[config.mk]
export PLATFORM = sky130hd
export DESIGN_NAME = tlul_host_arb
export DESIGN_NICKNAME = d
export VERILOG_FILES = /design/src/rtl/tlul_host_arb.sv
export SDC_FILE = /design/constraint.sdc
export NUM_CORES = 1
export LEC_CHECK = 0
export BUFFER_PORTS_ARGS = -buffer_cell sky130_fd_sc_hd__buf_2
export CORE_AREA = 2 2 217 219
export DETAILED_ROUTE_END_ITERATION = 7
export DIE_AREA = 0 0 219 221
export PLACE_DENSITY = 0.3
export SLEW_MARGIN = 20
export SYNTH_ARGS = -nofsm -noshare
export SYNTH_HDL_FRONTEND = slang
export SYNTH_SLANG_ARGS = --single-unit
[constraint.sdc]
create_clock -name clk_i -period 10.5 [get_ports clk_i]
set_input_delay 1.05 -clock clk_i [delete_from_list [all_inputs] [get_ports clk_i]]
set_output_delay 1.05 -clock clk_i [all_outputs]
set_load 0.05 [all_outputs]
[src/rtl/tlul_host_arb.sv]
// tlul_host_arb: shares one TL-UL host port between NumHosts upstream hosts with
// round-robin A arbitration, in-order response steering and a response timeout.
// Revision: 1.0
`default_nettype none

package tlul_pkg;

  typedef struct packed {
    logic        a_valid;
    logic [2:0]  a_opcode;
    logic [2:0]  a_param;
    logic [1:0]  a_size;
    logic [7:0]  a_source;
    logic [31:0] a_address;
    logic [3:0]  a_mask;
    logic [31:0] a_data;
    logic        d_ready;
  } tl_h2d_t;

  typedef struct packed {
    logic        d_valid;
    logic [2:0]  d_opcode;
    logic [2:0]  d_param;
    logic [1:0]  d_size;
    logic [7:0]  d_source;
    logic        d_sink;
    logic [31:0] d_data;
    logic        d_error;
    logic        a_ready;
  } tl_d2h_t;

endpackage

module tlul_host_arb #(
  parameter int unsigned NumHosts       = 3,
  parameter int unsigned MaxOutstanding = 4,
  parameter int unsigned TimeoutCycles  = 255
) (
  input  logic                                 clk_i,
  input  logic                                 rst_ni,
  input  tlul_pkg::tl_h2d_t                    tl_h_i [NumHosts],
  output tlul_pkg::tl_d2h_t                    tl_h_o [NumHosts],
  output tlul_pkg::tl_h2d_t                    tl_d_o,
  input  tlul_pkg::tl_d2h_t                    tl_d_i,
  output logic [$clog2(MaxOutstanding+1)-1:0]  outstanding_o,
  output logic                                 timeout_o,
  output logic                                 unexp_rsp_o
);

  localparam int unsigned IDXW = $clog2(NumHosts);
  localparam int unsigned PTRW = $clog2(MaxOutstanding);
  localparam int unsigned CNTW = $clog2(MaxOutstanding + 1);
  localparam int unsigned TOW  = $clog2(TimeoutCycles + 1);

  localparam logic [CNTW-1:0] C_CNT_FULL = CNTW'(MaxOutstanding);
  localparam logic [TOW-1:0]  C_TO_MAX   = TOW'(TimeoutCycles);
  localparam logic [IDXW-1:0] C_IDX_LAST = IDXW'(NumHosts - 1);

  logic [IDXW-1:0] rr_q, rr_d;
  logic            lock_q, lock_d;
  logic [IDXW-1:0] lock_idx_q, lock_idx_d;
  logic [PTRW-1:0] wptr_q, wptr_d, rptr_q, rptr_d;
  logic [CNTW-1:0] cnt_q, cnt_d;
  logic [IDXW-1:0] mem_q [MaxOutstanding];
  logic [IDXW-1:0] mem_d [MaxOutstanding];
  logic [TOW-1:0]  tcnt_q, tcnt_d;
  logic            unexp_q, unexp_d;

  logic            fifo_empty, fifo_full;
  logic [IDXW-1:0] head_idx;
  logic            d_hs, a_hs;
  logic            arb_found;
  logic [IDXW-1:0] arb_idx;
  logic            gnt_vld;
  logic [IDXW-1:0] gnt_idx;
  logic            fwd_valid;

  assign fifo_empty = (cnt_q == '0);
  assign head_idx   = mem_q[rptr_q];
  assign d_hs       = !fifo_empty && tl_d_i.d_valid && tl_h_i[head_idx].d_ready;
  // A full FIFO can still take a push when the head retires in the same cycle.
  assign fifo_full  = (cnt_q == C_CNT_FULL) && !d_hs;

  always_comb begin
    int unsigned c;
    c         = 0;
    arb_found = 1'b0;
    arb_idx   = '0;
    for (int unsigned i = 0; i < NumHosts; i++) begin
      c = int'(rr_q) + i;
      if (c >= NumHosts) c = c - NumHosts;
      if (!arb_found && tl_h_i[c].a_valid) begin
        arb_found = 1'b1;
        arb_idx   = IDXW'(c);
      end
    end
  end

  assign gnt_vld   = lock_q || arb_found;
  assign gnt_idx   = lock_q ? lock_idx_q : arb_idx;
  // Reset gating keeps hosts from seeing a_ready while bookkeeping is being cleared.
  assign fwd_valid = rst_ni && gnt_vld && tl_h_i[gnt_idx].a_valid && !fifo_full;
  assign a_hs      = fwd_valid && tl_d_i.a_ready;

  always_comb begin
    tl_d_o         = tl_h_i[gnt_idx];
    tl_d_o.a_valid = fwd_valid;
    tl_d_o.d_ready = fifo_empty ? 1'b1 : tl_h_i[head_idx].d_ready;
  end

  for (genvar g = 0; g < NumHosts; g++) begin : g_host
    always_comb begin
      tl_h_o[g]         = tl_d_i;
      tl_h_o[g].a_ready = rst_ni && gnt_vld && !fifo_full && tl_d_i.a_ready &&
                          (gnt_idx == IDXW'(g));
      tl_h_o[g].d_valid = !fifo_empty && tl_d_i.d_valid && (head_idx == IDXW'(g));
    end
  end

  always_comb begin
    rr_d       = rr_q;
    lock_d     = lock_q;
    lock_idx_d = lock_idx_q;
    mem_d      = mem_q;
    if (a_hs) begin
      rr_d           = (gnt_idx == C_IDX_LAST) ? '0 : gnt_idx + 1'b1;
      lock_d         = 1'b0;
      mem_d[wptr_q]  = gnt_idx;
    end else if (fwd_valid) begin
      lock_d     = 1'b1;
      lock_idx_d = gnt_idx;
    end
    wptr_d = wptr_q + PTRW'(a_hs);
    rptr_d = rptr_q + PTRW'(d_hs);
    cnt_d  = cnt_q + CNTW'(a_hs) - CNTW'(d_hs);

    tcnt_d = tcnt_q;
    if (d_hs || fifo_empty) begin
      tcnt_d = '0;
    end else if (tcnt_q != C_TO_MAX) begin
      tcnt_d = tcnt_q + 1'b1;
    end
    unexp_d = tl_d_i.d_valid && fifo_empty;
  end

  always_ff @(posedge clk_i or negedge rst_ni) begin
    if (!rst_ni) begin
      rr_q       <= '0;
      lock_q     <= 1'b0;
      lock_idx_q <= '0;
      wptr_q     <= '0;
      rptr_q     <= '0;
      cnt_q      <= '0;
      tcnt_q     <= '0;
      unexp_q    <= 1'b0;
      for (int i = 0; i < MaxOutstanding; i++) mem_q[i] <= '0;
    end else begin
      rr_q       <= rr_d;
      lock_q     <= lock_d;
      lock_idx_q <= lock_idx_d;
      wptr_q     <= wptr_d;
      rptr_q     <= rptr_d;
      cnt_q      <= cnt_d;
      tcnt_q     <= tcnt_d;
      unexp_q    <= unexp_d;
      mem_q      <= mem_d;
    end
  end

  assign outstanding_o = cnt_q;
  assign timeout_o     = (tcnt_q == C_TO_MAX);
  assign unexp_rsp_o   = unexp_q;

endmodule

`default_nettype wire

Word level (Yosys, flattened, before mapping). Cells that the tools add are included.

Multipliers: 0. Reduce and logical (&&, ||, !) cells: 32. Bitwise operators: 8. Mux-type cells: 37. Eq/ne operators: 7. Div/mod/pow operators: 0. Shift operators: 0. $lt $le $gt $ge: 11. Add/subtract/negate cells: 11.

Operators by type and width (count): binary-select mux 86 bit (select 2 bit) (5); two-way mux 86 bit (8); greater-or-equal comparator 33 x 3 -> 1 bit, second input constant (3); NOT 32 -> 33 bit (3); two-way mux 32 bit (3); logical AND 1 bit (19); two-way mux 2 bit (8); two-way mux 8 bit (2); greater-or-equal comparator 3 bit, second input constant (4); NOT 2 -> 3 bit (4); adder 8 x 1 -> 8 bit, second input constant (1); bitwise mux 8 bit (1); == test 8 bit, second input constant (1); two-way mux 1 bit (8); inequality test 8 bit, second input constant (1); subtractor 3 x 2 -> 4 bit, second input constant (2); greater-or-equal comparator 3 x 2 -> 1 bit, second input constant (2); zero test 1 bit (5); adder 2 x 1 -> 2 bit (2); binary-select mux 2 bit (select 2 bit) (1); demux 2 bit (select 2 bit) (1); == test 2 x 1 -> 1 bit, second input constant (2); == test 2 bit, second input constant (2); zero test 2 bit (2); 14 further kinds (16).

Memories kept: 0. Output and inout port bits: 247. Latch bits: 0. Word-level logic and storage cells: 118. Flip-flop bits (word level): 29. RAM bits: 0. Input port bits: 312. ROM bits: 0.

Longest topological paths before layout.
Depth in word-level cells: 23. Gate-level depth with buffers: 15. Depth with buffers taken out: 14.

Least setup slack after synthesis. OpenSTA, ideal clock, no wires.

Kind: input -> output. Start point: input tl_h_i[85] (netlist name). End point: output tl_d_o[48] (netlist name). Cell stages on the path: 9. Path buffers: 3. Arrival time: 3.736 ns. Setup slack: 5.714 ns. Data required time: 9.450 ns. Cell sequence: and3b_1 > o21bai_1 > a221o_1 > o21a_1 > buf_2 > buf_4 > buf_2 > mux2i_1 > o21ai_0.

RTL lines: from (decl) (line 41) `input tlul_pkg::tl_h2d_t tl_h_i [NumHosts],`; to (decl) (line 43) `output tlul_pkg::tl_h2d_t tl_d_o,`.

==> reports/results.ini <==
[route]
antenna_violating_nets_post_route = 0
route.vias.total = 4721
drt_drc_violations_left = 0
drtIter0Drc = 183
drt-wirelength-per-cell_um = 15.44
drt-vias-per-instance = 3.387
iteration_count_of_the_initial_detailed_routing_pass = 4
routed_wl_mm = 21.53

[worst_setup_path]
timing.rr.start = rr_q[0]
worstPathCellList = buf_2, mux2i_1, o22ai_1, nor4bb_1, o21a_4, buf_4, o221ai_4, and3_1, buf_2
critical_path_arrival_ns = 4.42
worst-endpoint-required_ns = 9.45
critical_path.most_common_cell = sky130_fd_sc_hd__buf_2
reg2regPathDepth = 15
path_delay_family = buffers and inverters
crit_path_end_kind = output pin
crit_path_max_fo = 60
critPathLaunch = tl_h_i[171]
reg2reg_slack_ns = 5.57
setup.worst_path.start_class = primary input
path_depth = 9
cp-endpoint = tl_d_o[85]
cp_slowest_stage_delay_ns = 0.86
critPathKind = in -> out
timing.critical_path.slowest_stage_cell = sky130_fd_sc_hd__buf_4
cp_num_buf_inv = 3
timing.rr.end = outstanding_o[2]

[timing]
maxSlewHeadroom_pct = 23.28
hold-worst-slack_ns = 0.4933
tns_ns = 0
setup-violations-final = 0
grt_setup_unrepaired = no
finalHoldViolations = 0
layout_worst_path_cycle_share_pct = 52.14
skew_ns = 0.005459
timing_max_transition_violations_final = 0
worstMarginPinSlew_ns = 1.151
achievable-frequency_mhz = 182.7
min_period_ns = 5.475

[pwr]
power_density_nw_per_um2 = 416.4
cellLeakagePower_uw = 0.002967
max-vdd-ir-drop_mv = 0.1821

[global_route]
via_count_of_the_first_global_routing_pass = 4631
grt_start_max_net_pins = 89
track_usage_pct = 8.134
grt_remaining_overflow = 0
grt_first_pass_wirelength_mm = 29.28
grt_antenna_before_repair = 2

[run]
max_cap_violations = 0

[floorplan]
core_area_um2 = 46060
top_level_ports = 559
floorplan.die_area_um2 = 48400
dieHeight_um = 221
std_cell_rows = 79
die_w_um = 219
initial_utilization_pct = 9.985

[clocking]
cts-root-buf = sky130_fd_sc_hd__clkbuf_16
worstSkewPairLatency_ns = 0.28
cts_made_buffers = 5
htree_num_levels = 2
post_cts.resized_instances = 0
cts_tree = yes
numClockSinks = 29
clkTransAtPathRegs_ns = 0.06
postCtsSetupBuffers = 0
ctsLongestPathBuffers = 2
cts_hold_buffers = 0

[synthesis]
number_of_synthesized_flops_with_an_enable_pin = 0
post_synth_num_cell_types = 49
ys_async_sr_fraction_pct = 100.0
ys_dominant_reg_cell = sky130_fd_sc_hd__dfrtp_1
post_synth_inst_count = 600
syn_avg_cell_area_um2 = 7.666
yosys_warnings = 0
register_bit_total_from_synthesis = 29
synth_seq_area_share_pct = 15.78
synth.cell_area_um2 = 4599
synthesis.nets = 922

[min_path]
hold_path.class = reg -> reg

[outcome]
run_status = finished clean

[placed_design]
placer_congestion = 0.7832
postPlaceCellArea_um2 = 5906
dp_hpwl_mm = 17.68
place.port_buffers = 358

[cells_and_area]
num-nets-final = 1107
fillCellCount = 5386
layout-drive-gt1-share_pct = 48.85
areaGrowthSynthToFinish_pct = 31.56
design_area_um2 = 6051

==> metrics by stage <==
stage          power [uW]  utilization, %  setup WS, ns  std cells
2_1_floorplan        2046               -         5.714        600
3_3_place_gp         2427           12.82         4.976       1385
3_5_place_dp         2416           12.82         4.994       1385
4_1_cts              2563           13.13         4.990       1393
5_1_grt              2674           13.13         4.765       1393
6_report             2519           13.14         5.025       1394
==> cell usage in the layout, fill, tap and decap left out, types with 3 or more instances in the layout <==
cell and n:
sky130_fd_sc_hd__mux2_2 6, sky130_fd_sc_hd__ha_1 9, sky130_fd_sc_hd__xor2_1 5, sky130_fd_sc_hd__buf_2 358, sky130_fd_sc_hd__o21ai_0 88, sky130_fd_sc_hd__nand3_1 4
sky130_fd_sc_hd__dfrtp_1 29, sky130_fd_sc_hd__mux2i_1 89, sky130_fd_sc_hd__nand4_1 6, sky130_fd_sc_hd__and3_1 5, sky130_fd_sc_hd__nor2_1 16, sky130_fd_sc_hd__xnor2_1 3
sky130_fd_sc_hd__clkbuf_16 5, sky130_fd_sc_hd__a32o_1 4, sky130_fd_sc_hd__and2_1 3, sky130_fd_sc_hd__nor3_1 5, sky130_fd_sc_hd__nand2_1 93, sky130_fd_sc_hd__inv_1 16
==> layout make-up <==
type / instances / area [um2] / share of cell area, %
Inverter: 16 / 60.06 / 0.9926
Multi-Input combinational cell: 373 / 2554 / 42.20
Tap cell: 607 / 759.5 / 12.55
Clock buffer: 5 / 125.1 / 2.068
Sequential cell: 29 / 725.7 / 11.99
Clock inverter: 3 / 17.52 / 0.2895
Timing Repair Buffer: 360 / 1807 / 29.86
Antenna cell: 1 / 2.502 / 0.04136
==> cell usage after synthesis, drive strengths merged, types with 2 or more instances <==
master | number | area, um2
buf | 170 | 1234
and3 | 5 | 31.28
dfrtp | 29 | 725.7
nand3 | 5 | 37.54
xor2 | 5 | 43.79
nand2 | 93 | 349.1
nor2b | 2 | 12.51
ha | 9 | 112.6
o21ai | 89 | 449.2
nor4b | 2 | 23.77
nor2 | 17 | 63.81
mux4 | 2 | 45.04
clkbuf | 12 | 45.04
and2 | 3 | 18.77
inv | 16 | 60.06
a32o | 4 | 40.04
a21oi | 2 | 10.01
nor3 | 5 | 25.02
nand4 | 6 | 37.54
mux2i | 89 | 890.9
o21a | 3 | 22.52
xnor2 | 3 | 26.28
mux2 | 9 | 105.1
==> report_power, final <==
part,leakage (uW),internal [uW],switching [uW]
registers,0.000370,155,39.9
logic,0.00253,565,1620
clock network,0.0000696,86.8,53.2
==> metal layers <==
layer | vias to the layer above | share of wire, % | track usage, %
met5 | - | 0.69 | 1.818
met4 | 6 | 4.3 | 3.466
met3 | 70 | 15 | 4.866
met2 | 302 | 45 | 13.39
met1 | 2071 | 35 | 8.127
li1 | 2272 | - | -
==> worst min path at each step <==
| stage | start | cells past startpoint | slack, ns | end |
|---|---|---|---|---|
| after floorplan | mem_q[3] | 1 | 0.46 | mem_q[3] |
| after global placement | lock_idx_q[0] | 1 | 0.49 | lock_idx_q[0] |
| after detailed placement | mem_q[3] | 1 | 0.48 | mem_q[3] |
| after CTS | mem_q[5] | 1 | 0.50 | mem_q[5] |
| after global routing | mem_q[2] | 1 | 0.53 | mem_q[2] |
| final | mem_q[5] | 1 | 0.49 | mem_q[5] |
==> logic make-up (layout without fill, tap and decap cells) <==
logic type                 after synthesis  count (layout)  synth area share, %
AOI/OAI and AO/OA                      109             109                13.71
xor gates and xnor gates                 8               8                1.523
muxes                                  100             100                22.63
adders and majority gates               10              10                2.884
other                                    0               1                    0
DFF                                     29              29                15.78
buffers and inverters                  198             384                29.11
and+or+nand+nor                        146             146                14.36
==> flip-flops by register name, indices dropped and copies added, names as in the netlist <==
register	flops
rr_q	2
mem_q	8
unexp_rsp_o	1
tcnt_q	8
lock_q	1
lock_idx_q	2
outstanding_o	3
rptr_q	2
wptr_q	2
==> worst reg2reg max path, delay by kind of cell, from the launching register on <==
kind            cells  cell delay, ns
compound gates      3            1.24
xor+xnor            2            0.27
fa+ha+maj           4            1.09
buf+inv             3            1.02
flops               1            0.39
simple gates        3            0.81
Note: power is estimated with default switching activity, not from simulation.
